[config.mk]
export PLATFORM = sky130hd
export DESIGN_NAME = pipeline_hazard_ctrl
export DESIGN_NICKNAME = d
export VERILOG_FILES = /design/src/rtl/pipeline_hazard_ctrl.sv
export SDC_FILE = /design/constraint.sdc
export NUM_CORES = 1
export LEC_CHECK = 0
export ABC_AREA = 1
export CORE_AREA = 2 2 122 124
export CTS_CLUSTER_DIAMETER = 30
export DETAILED_ROUTE_END_ITERATION = 10
export DIE_AREA = 0 0 124 126
export PLACE_DENSITY = 0.66
export RECOVER_POWER = 50
export SYNTH_ARGS = -nofsm -noshare
export SYNTH_HDL_FRONTEND = slang
export SYNTH_SLANG_ARGS = --single-unit
export TNS_END_PERCENT = 5
[constraint.sdc]
create_clock -name clk -period 3.35 [get_ports clk]
set_clock_uncertainty 0.05 [all_clocks]
set_input_delay 0.8375 -clock clk [delete_from_list [all_inputs] [get_ports clk]]
set_output_delay 0.8375 -clock clk [all_outputs]
set_load 0.05 [all_outputs]
[src/rtl/pipeline_hazard_ctrl.sv]
`default_nettype none
// +-------------------------------------------------------------------------+
// | pipeline_hazard_ctrl                                                    |
// | Stall/flush sequencer for the 5-stage RV32I pipeline: load-use bubbles, |
// | branch redirect flushes, memory-wait freeze, timeout trap, perf counts. |
// | Revision: 1.0                                                           |
// +-------------------------------------------------------------------------+
module pipeline_hazard_ctrl #(
  parameter int CNT_W        = 32,
  parameter int FLUSH_CYCLES = 2,
  parameter int WAIT_W       = 8,
  parameter int MEM_TIMEOUT  = 255
) (
  input  logic             clk,
  input  logic             rst_n,
  input  logic             id_valid,
  input  logic [4:0]       id_rs1,
  input  logic [4:0]       id_rs2,
  input  logic             id_uses_rs1,
  input  logic             id_uses_rs2,
  input  logic             ex_valid,
  input  logic             ex_is_load,
  input  logic             ex_write_reg,
  input  logic [4:0]       ex_rd,
  input  logic             ex_branch_taken,
  input  logic             mem_req,
  input  logic             mem_ready,
  output logic             stall_if,
  output logic             stall_id,
  output logic             stall_ex,
  output logic             bubble_ex,
  output logic             flush_id,
  output logic             pc_redirect,
  output logic             mem_timeout,
  output logic [1:0]       state,
  output logic [CNT_W-1:0] stall_count,
  output logic [CNT_W-1:0] flush_count
);

  typedef enum logic [1:0] {
    ST_RUN      = 2'd0,
    ST_REDIRECT = 2'd1,
    ST_MEMWAIT  = 2'd2,
    ST_UNUSED   = 2'd3
  } state_t;

  localparam logic [3:0]        c_REMAIN_INIT = 4'(FLUSH_CYCLES - 1);
  localparam logic [WAIT_W-1:0] c_TIMEOUT     = WAIT_W'(MEM_TIMEOUT);
  localparam logic [WAIT_W-1:0] c_WAIT_ONE    = WAIT_W'(1);

  state_t            r_state, w_state_nxt;
  logic              r_ret_redirect, w_ret_nxt;
  logic [3:0]        r_remain, w_remain_nxt;
  logic [WAIT_W-1:0] r_wait, w_wait_nxt;
  logic [CNT_W-1:0]  r_stall_count, r_flush_count;

  logic w_memstall, w_loaduse;
  logic w_stall_if, w_stall_id, w_stall_ex, w_bubble_ex;
  logic w_flush_id, w_pc_redirect, w_mem_timeout;

  assign w_memstall = mem_req & ~mem_ready;
  assign w_loaduse  = id_valid & ex_valid & ex_is_load & ex_write_reg & (ex_rd != 5'd0) &
                      ((id_uses_rs1 & (id_rs1 == ex_rd)) | (id_uses_rs2 & (id_rs2 == ex_rd)));

  always_comb begin
    w_state_nxt   = r_state;
    w_ret_nxt     = r_ret_redirect;
    w_remain_nxt  = r_remain;
    w_wait_nxt    = r_wait;
    w_stall_if    = 1'b0;
    w_stall_id    = 1'b0;
    w_stall_ex    = 1'b0;
    w_bubble_ex   = 1'b0;
    w_flush_id    = 1'b0;
    w_pc_redirect = 1'b0;
    w_mem_timeout = 1'b0;
    case (r_state)
      ST_RUN: begin
        if (w_memstall) begin
          // Freeze beats a branch: EX is held, so the branch is seen again on return.
          w_stall_if  = 1'b1;
          w_stall_id  = 1'b1;
          w_stall_ex  = 1'b1;
          w_state_nxt = ST_MEMWAIT;
          w_ret_nxt   = 1'b0;
          w_wait_nxt  = c_WAIT_ONE;
        end else if (ex_branch_taken) begin
          w_pc_redirect = 1'b1;
          w_flush_id    = 1'b1;
          w_bubble_ex   = 1'b1;
          if (FLUSH_CYCLES > 1) begin
            w_state_nxt  = ST_REDIRECT;
            w_remain_nxt = c_REMAIN_INIT;
          end
        end else if (w_loaduse) begin
          w_stall_if  = 1'b1;
          w_stall_id  = 1'b1;
          w_bubble_ex = 1'b1;
        end
      end
      ST_REDIRECT: begin
        w_flush_id = 1'b1;
        if (w_memstall) begin
          w_stall_if  = 1'b1;
          w_stall_id  = 1'b1;
          w_stall_ex  = 1'b1;
          w_state_nxt = ST_MEMWAIT;
          w_ret_nxt   = 1'b1;
          w_wait_nxt  = c_WAIT_ONE;
        end else begin
          w_remain_nxt = r_remain - 4'd1;
          if (r_remain <= 4'd1) begin
            w_state_nxt = ST_RUN;
          end
        end
      end
      ST_MEMWAIT: begin
        w_flush_id = r_ret_redirect;
        if (r_wait != '1) begin
          w_wait_nxt = r_wait + c_WAIT_ONE;
        end
        if (mem_ready) begin
          w_state_nxt = r_ret_redirect ? ST_REDIRECT : ST_RUN;
        end else if (r_wait == c_TIMEOUT) begin
          w_mem_timeout = 1'b1;
          w_state_nxt   = r_ret_redirect ? ST_REDIRECT : ST_RUN;
        end else begin
          w_stall_if = 1'b1;
          w_stall_id = 1'b1;
          w_stall_ex = 1'b1;
        end
      end
      default: begin
        w_state_nxt = ST_RUN;
      end
    endcase
  end

  always_ff @(posedge clk or negedge rst_n) begin
    if (!rst_n) begin
      r_state        <= ST_RUN;
      r_ret_redirect <= 1'b0;
      r_remain       <= 4'd0;
      r_wait         <= '0;
      r_stall_count  <= '0;
      r_flush_count  <= '0;
    end else begin
      r_state        <= w_state_nxt;
      r_ret_redirect <= w_ret_nxt;
      r_remain       <= w_remain_nxt;
      r_wait         <= w_wait_nxt;
      if (w_stall_if && (r_stall_count != '1)) begin
        r_stall_count <= r_stall_count + CNT_W'(1);
      end
      if (w_pc_redirect && (r_flush_count != '1)) begin
        r_flush_count <= r_flush_count + CNT_W'(1);
      end
    end
  end

  // Mealy outputs follow inputs combinationally, so gate them to stay quiet in reset.
  assign stall_if    = w_stall_if    & rst_n;
  assign stall_id    = w_stall_id    & rst_n;
  assign stall_ex    = w_stall_ex    & rst_n;
  assign bubble_ex   = w_bubble_ex   & rst_n;
  assign flush_id    = w_flush_id    & rst_n;
  assign pc_redirect = w_pc_redirect & rst_n;
  assign mem_timeout = w_mem_timeout & rst_n;
  assign state       = r_state;
  assign stall_count = r_stall_count;
  assign flush_count = r_flush_count;

endmodule
`default_nettype wire

Word-level counts from Yosys, hierarchy flattened

Cells that the tools add are included.

Output and inout port bits: 73
Register bits: 79
Logic and storage cells: 92

Equal/unequal tests: 18
Multiplexer cells: 36
Order comparisons: 1
$add $sub $neg: 4
Reductions and logical operators: 11
Bitwise operators: 16

Operator list:

| kind                                                           | count |
|---|---|
| adder 32 x 1 -> 32 bit, second input constant                  | 2 |
| != test 32 bit, second input constant                          | 2 |
| 2-to-1 mux 1 bit                                               | 18 |
| 2-to-1 mux 8 bit                                               | 2 |
| one-hot mux 8 bit (2 select lines)                             | 1 |
| bitwise AND 1 bit                                              | 14 |
| 2-to-1 mux 2 bit                                               | 6 |
| 2-to-1 mux 4 bit                                               | 3 |
| != test 2 bit, second input constant                           | 6 |
| == test 5 bit                                                  | 2 |
| != test 3 bit, second input constant                           | 3 |
| AND reduction 3 bit                                            | 3 |
| adder 8 x 1 -> 8 bit, second input constant                    | 1 |
| == test 8 bit, second input constant                           | 1 |
| != test 8 bit, second input constant                           | 1 |
| one-hot mux 4 bit (2 select lines)                             | 1 |
| one-hot mux 1 bit (3 select lines)                             | 2 |
| one-hot mux 2 bit (3 select lines)                             | 1 |
| nonzero test 5 bit                                             | 1 |
| less-or-equal comparator 4 x 1 -> 1 bit, second input constant | 1 |
| one-hot mux 1 bit (2 select lines)                             | 2 |
| AND reduction 4 bit                                            | 1 |
| nonzero test 2 bit                                             | 2 |
| subtractor 4 x 1 -> 4 bit, second input constant               | 1 |
| other kinds (8)                                                | 9 |

Depth between registers and ports, before layout

Gate-level depths: netlist of run 1.

Depth after elaboration: 10
Mapped depth: 14
Depth with buffers taken out: 13

Worst setup path before layout of run 1

OpenSTA, ideal clock, no wires.

Path kind: input -> output
Start point: in ex_rd[2]
End point: out stall_if
Data arrival time: 2.530 ns
Stages on the path: 11
Path slack: -0.068 ns
Buffers on the path: 1
Cells stage by stage: inv_1 -> nand2_1 -> nand2_1 -> nor2_1 -> nand3_1 -> nand2_1 -> nand3_1 -> nand2_1 -> nand2_1 -> a21oi_1 -> buf_4

Cells in the longest elaborated chain, start to end: 9
Elaborated cells between the ends (all ways): 13
Those cells by class: eq/ne (2); mux (4); bitwise (6); reduce/logical (1)

RTL lines:

| item                                 | line | RTL |
|---|---|---|
| from (decl)                          | 24   | `input logic [4:0] ex_rd,` |
| == test 5 bit                        | 63   | `((id_uses_rs1 & (id_rs1 == ex_rd)) \| (id_uses_rs2 & (id_rs2 == ex_rd)));` |
| bitwise AND 1 bit                    | 63   |  |
| OR 1 bit                             | 63   |  |
| bitwise AND 1 bit *                  | 62   | `assign w_loaduse = id_valid & ex_valid & ex_is_load & ex_write_reg & (ex_rd != 5'd0) &` |
| 2-to-1 mux 1 bit * (3 in a row)      | n/a  |  |
| one-hot mux 1 bit (3 select lines) * | n/a  |  |
| bitwise AND 1 bit *                  | n/a  |  |
| to (decl)                            | 28   | `output logic stall_if,` |

Every way passes the cells marked *; elsewhere a longest branch is shown, timed or not.

Worst setup path after layout of run 1

Start point: in id_rs2[0]
End point: out stall_if

Cells in the longest elaborated chain, start to end: 9

RTL lines:

| item                               | line | RTL |
|---|---|---|
| from (decl)                        | 18   | `input logic [4:0] id_rs2,` |
| == test 5 bit                      | 63   |  |
| bitwise AND 1 bit                  | 63   |  |
| OR 1 bit                           | 63   |  |
| bitwise AND 1 bit                  | 62   |  |
| 2-to-1 mux 1 bit                   | 95   | `end else if (w_loaduse) begin` |
| 2-to-1 mux 1 bit                   | 87   | `end else if (ex_branch_taken) begin` |
| 2-to-1 mux 1 bit                   | 79   | `if (w_memstall) begin` |
| one-hot mux 1 bit (3 select lines) | 77   | `case (r_state)` |
| bitwise AND 1 bit                  | 162  | `assign stall_if = w_stall_if & rst_n;` |

Every way passes these cells.

==> results of run 1 <==
cells in the mapped netlist (5+ instances only):
cell / count / share of area
nor3_1: 16 / 0.016
o21ai_0: 7 / 0.0071
xor2_1: 28 / 0.050
ha_1: 5 / 0.013
buf_6: 5 / 0.011
xnor2_1: 14 / 0.025
nand3_1: 70 / 0.071
nor2_2: 12 / 0.015
nor2_1: 71 / 0.054
dfrtp_1: 79 / 0.40
a21oi_1: 9 / 0.0092
nand2_1: 223 / 0.17
nand4_1: 16 / 0.020
nand2_2: 7 / 0.0089
inv_1: 84 / 0.064
inv_2: 5 / 0.0038
timing repair:
action,4_1_cts,5_1_grt
endpoints found under the hold margin,0,0
hold buffers,0,0
setup endpoints to repair,2,3
resized for setup,2,20
setup buffers,0,1
pin swaps,1,6
path summary, 6_finish.rpt:
check                               start               to  depth (start not counted)  slack [ns]
max                             id_rs2[0]         stall_if                         12        0.15
max reg2reg                      state[0]  flush_count[25]                          8        0.82
min reg2reg                r_ret_redirect   r_ret_redirect                          2        0.44
min                        r_ret_redirect   r_ret_redirect                          2        0.44
min in group asynchronous           rst_n   stall_count[3]                          2        1.10
max in group asynchronous           rst_n  stall_count[29]                          3        0.56
worst min-delay path: stages (launching register included):
cell and delay (ns):
dfrtp_1 0.34, nand2_1 0.05, o21ai_0 0.06
kinds of logic after synthesis:
group,synth area share
buffers and inverters,0.0879
XOR/XNOR,0.0749
adder cells (fa/ha/maj),0.0127
AO/OA/AOI/OAI,0.0280
AND/OR/NAND/NOR,0.394
flip-flops,0.402
report_power, final:
part | total (mW) | leakage, nW | internal (mW) | switching (mW)
logic | 1.02 | 1.86 | 0.353 | 0.666
clock network | 1.06 | 0.162 | 0.670 | 0.388
registers | 1.18 | 1.06 | 1.06 | 0.119
state kept, by name, indices dropped and copies added (netlist names):
| signal | count |
|---|---|
| flush_count | 32 |
| stall_count | 32 |
| r_wait | 8 |
| r_remain | 4 |
| state | 2 |
| r_ret_redirect | 1 |
layout make-up:
class	instances	share of cell area
multi-input cells	504	0.388
inverters	90	0.0522
clock buffers	10	0.0366
repair buffers	105	0.171
clock inverters	6	0.0129
flip-flops and latches	79	0.303
well taps	184	0.0353
stage by stage:
step / utilization / hold slack, ns / instances / area, sq um
detailed placement: 0.431 / 0.424 / 961 / 6160
floorplan: - / 0.403 / 683 / 4920
finish: 0.456 / 0.436 / 978 / 6520
CTS: 0.454 / 0.439 / 977 / 6490
global placement: 0.431 / 0.418 / 961 / 6160
global route: 0.456 / 0.466 / 978 / 6520
metal layers:
layer / global-route usage / part of all wire
met2: 0.260 / 0.46
met3: 0.0399 / 0.050
met1: 0.217 / 0.47
met5: 0 / 0
met4: 0.0549 / 0.018
cells in the final DEF, fill, tap and decap left out, types with 3 or more instances in the layout:
cell type	netlist	layout
a21oi_1	9	8
buf_12	0	8
clkbuf_1	0	4
clkbuf_16	0	9
clkdlybuf4s50_1	0	79
clkinv_2	0	3
dfrtp_1	79	79
dlygate4sd3_1	0	3
dlymetal6s2s_1	0	8
ha_1	5	5
inv_1	84	82
inv_2	5	6
nand2_1	223	219
nand2_2	7	11
nand3_1	70	67
nand3_2	2	5
nand3b_1	3	3
nand4_1	16	16
nor2_1	71	72
nor2_2	12	11
nor3_1	16	17
nor3_2	4	3
nor4_1	3	3
o21ai_0	7	7
xnor2_1	14	14
xor2_1	28	28
==> reports/qor.yml, run 1 <==
start_util: 0.343
outcome: "finished with violations"
drt-pass1-iter-count: 4
crit_arrival_ns: 2.31
dieWidth_um: 124
synthFlopType: "dfrtp_1"
gr-total-overflow: 0
synth_cells: 683
min_period_over_period: 0.956
peakVddDrop_uv: 634
finalCriticalPeriod_ns: 3.20
final_nets: 820
area_growth_pct: 32.7
place_congestion: 0.875
crit_family: "buffers and inverters"
worstHoldPathType: "reg2reg"
slew_headroom: -0.145
cts-root-buf: "clkbuf_16"
fmax_mhz: 312
synth_edf_count: 0
netlist_area_sq_mm: 0.00491
slew_violations: 33
power.density_mw_per_mm2: 500
tns_ns: 0
syn_nets: 714
drt-initial-drc-count: 293
clockBufferDepth: 2
cts_tree: "built"
crit_chain: "clkdlybuf4s50_1 > inv_1 > nand2_1 > nand2_1 > nor2_2 > nand3_2 > nand2_2 > nand3_2 > nand2_2 > nand2_4 > a21oi_4 > buf_12"
drive_above_1_share: 0.0907
synthDistinctLibCells: 35
multi_input_area_sq_mm: 0.00253
layout_setup_ws_ns: 0.148
grt_pass1_vias: 4382
drc: 0
seq_area_frac_synth: 0.402
routed_wl_um: 12000
drv_cap: 1
num_rows: 44
clk_pin_slew_ns: 0.06
synthArstFlopShare: 1.00
core_area_sq_mm: 0.0143
io_pins: 99
violations: "capacitance limit, slew limit"
ys_warn_count: 0
grtUsageTotal: 0.163
clock_sinks: 79
avgSynthCellArea_sq_um: 7.19
crit_path_max_fanout: 2
post-dp-hpwl_um: 8880
tightest_slew_ns: 1.72
cts.htree.levels: 3
vias: 4665
nFillCells: 1466
grt_max_degree: 49
ys_ff_latch: 79
cp.buffers_inverters: 3
cp-start-kind: "input pin"
hold_violations: 0
antenna_found_initial: 0
rsz0062_at_grt: "false"
n_antenna_cell: 0
dieHeight_um: 126
end_kind: "primary output"
cp_slowest_cell: "clkdlybuf4s50_1"
cts_buffers: 9
grt_pass1_wl_um: 20400
drt-vias-per-instance: 4.77
die_area_sq_mm: 0.0156
crit_type: "in2out"
required_ns: 2.46
postRouteAntennaNets: 0
wire_per_inst_um: 12.3
portBuffers: 98
p_total_mw: 3.26
max_stage_delay_ns: 0.48
setup_viol: 0
preCtsSetupSlack_ns: -0.0542
leakage_nw: 3.08
insertion_delay_ns: 0.34
layout.area.seq_sq_mm: 0.00198
Power figures use the tool's default switching activity.
==> run 2: changes to the inputs <==
Settings changed: SLEW_MARGIN from default to 10.
==> results of run 2 <==
Final layout, timing and power as in run 1 (identical DEF).
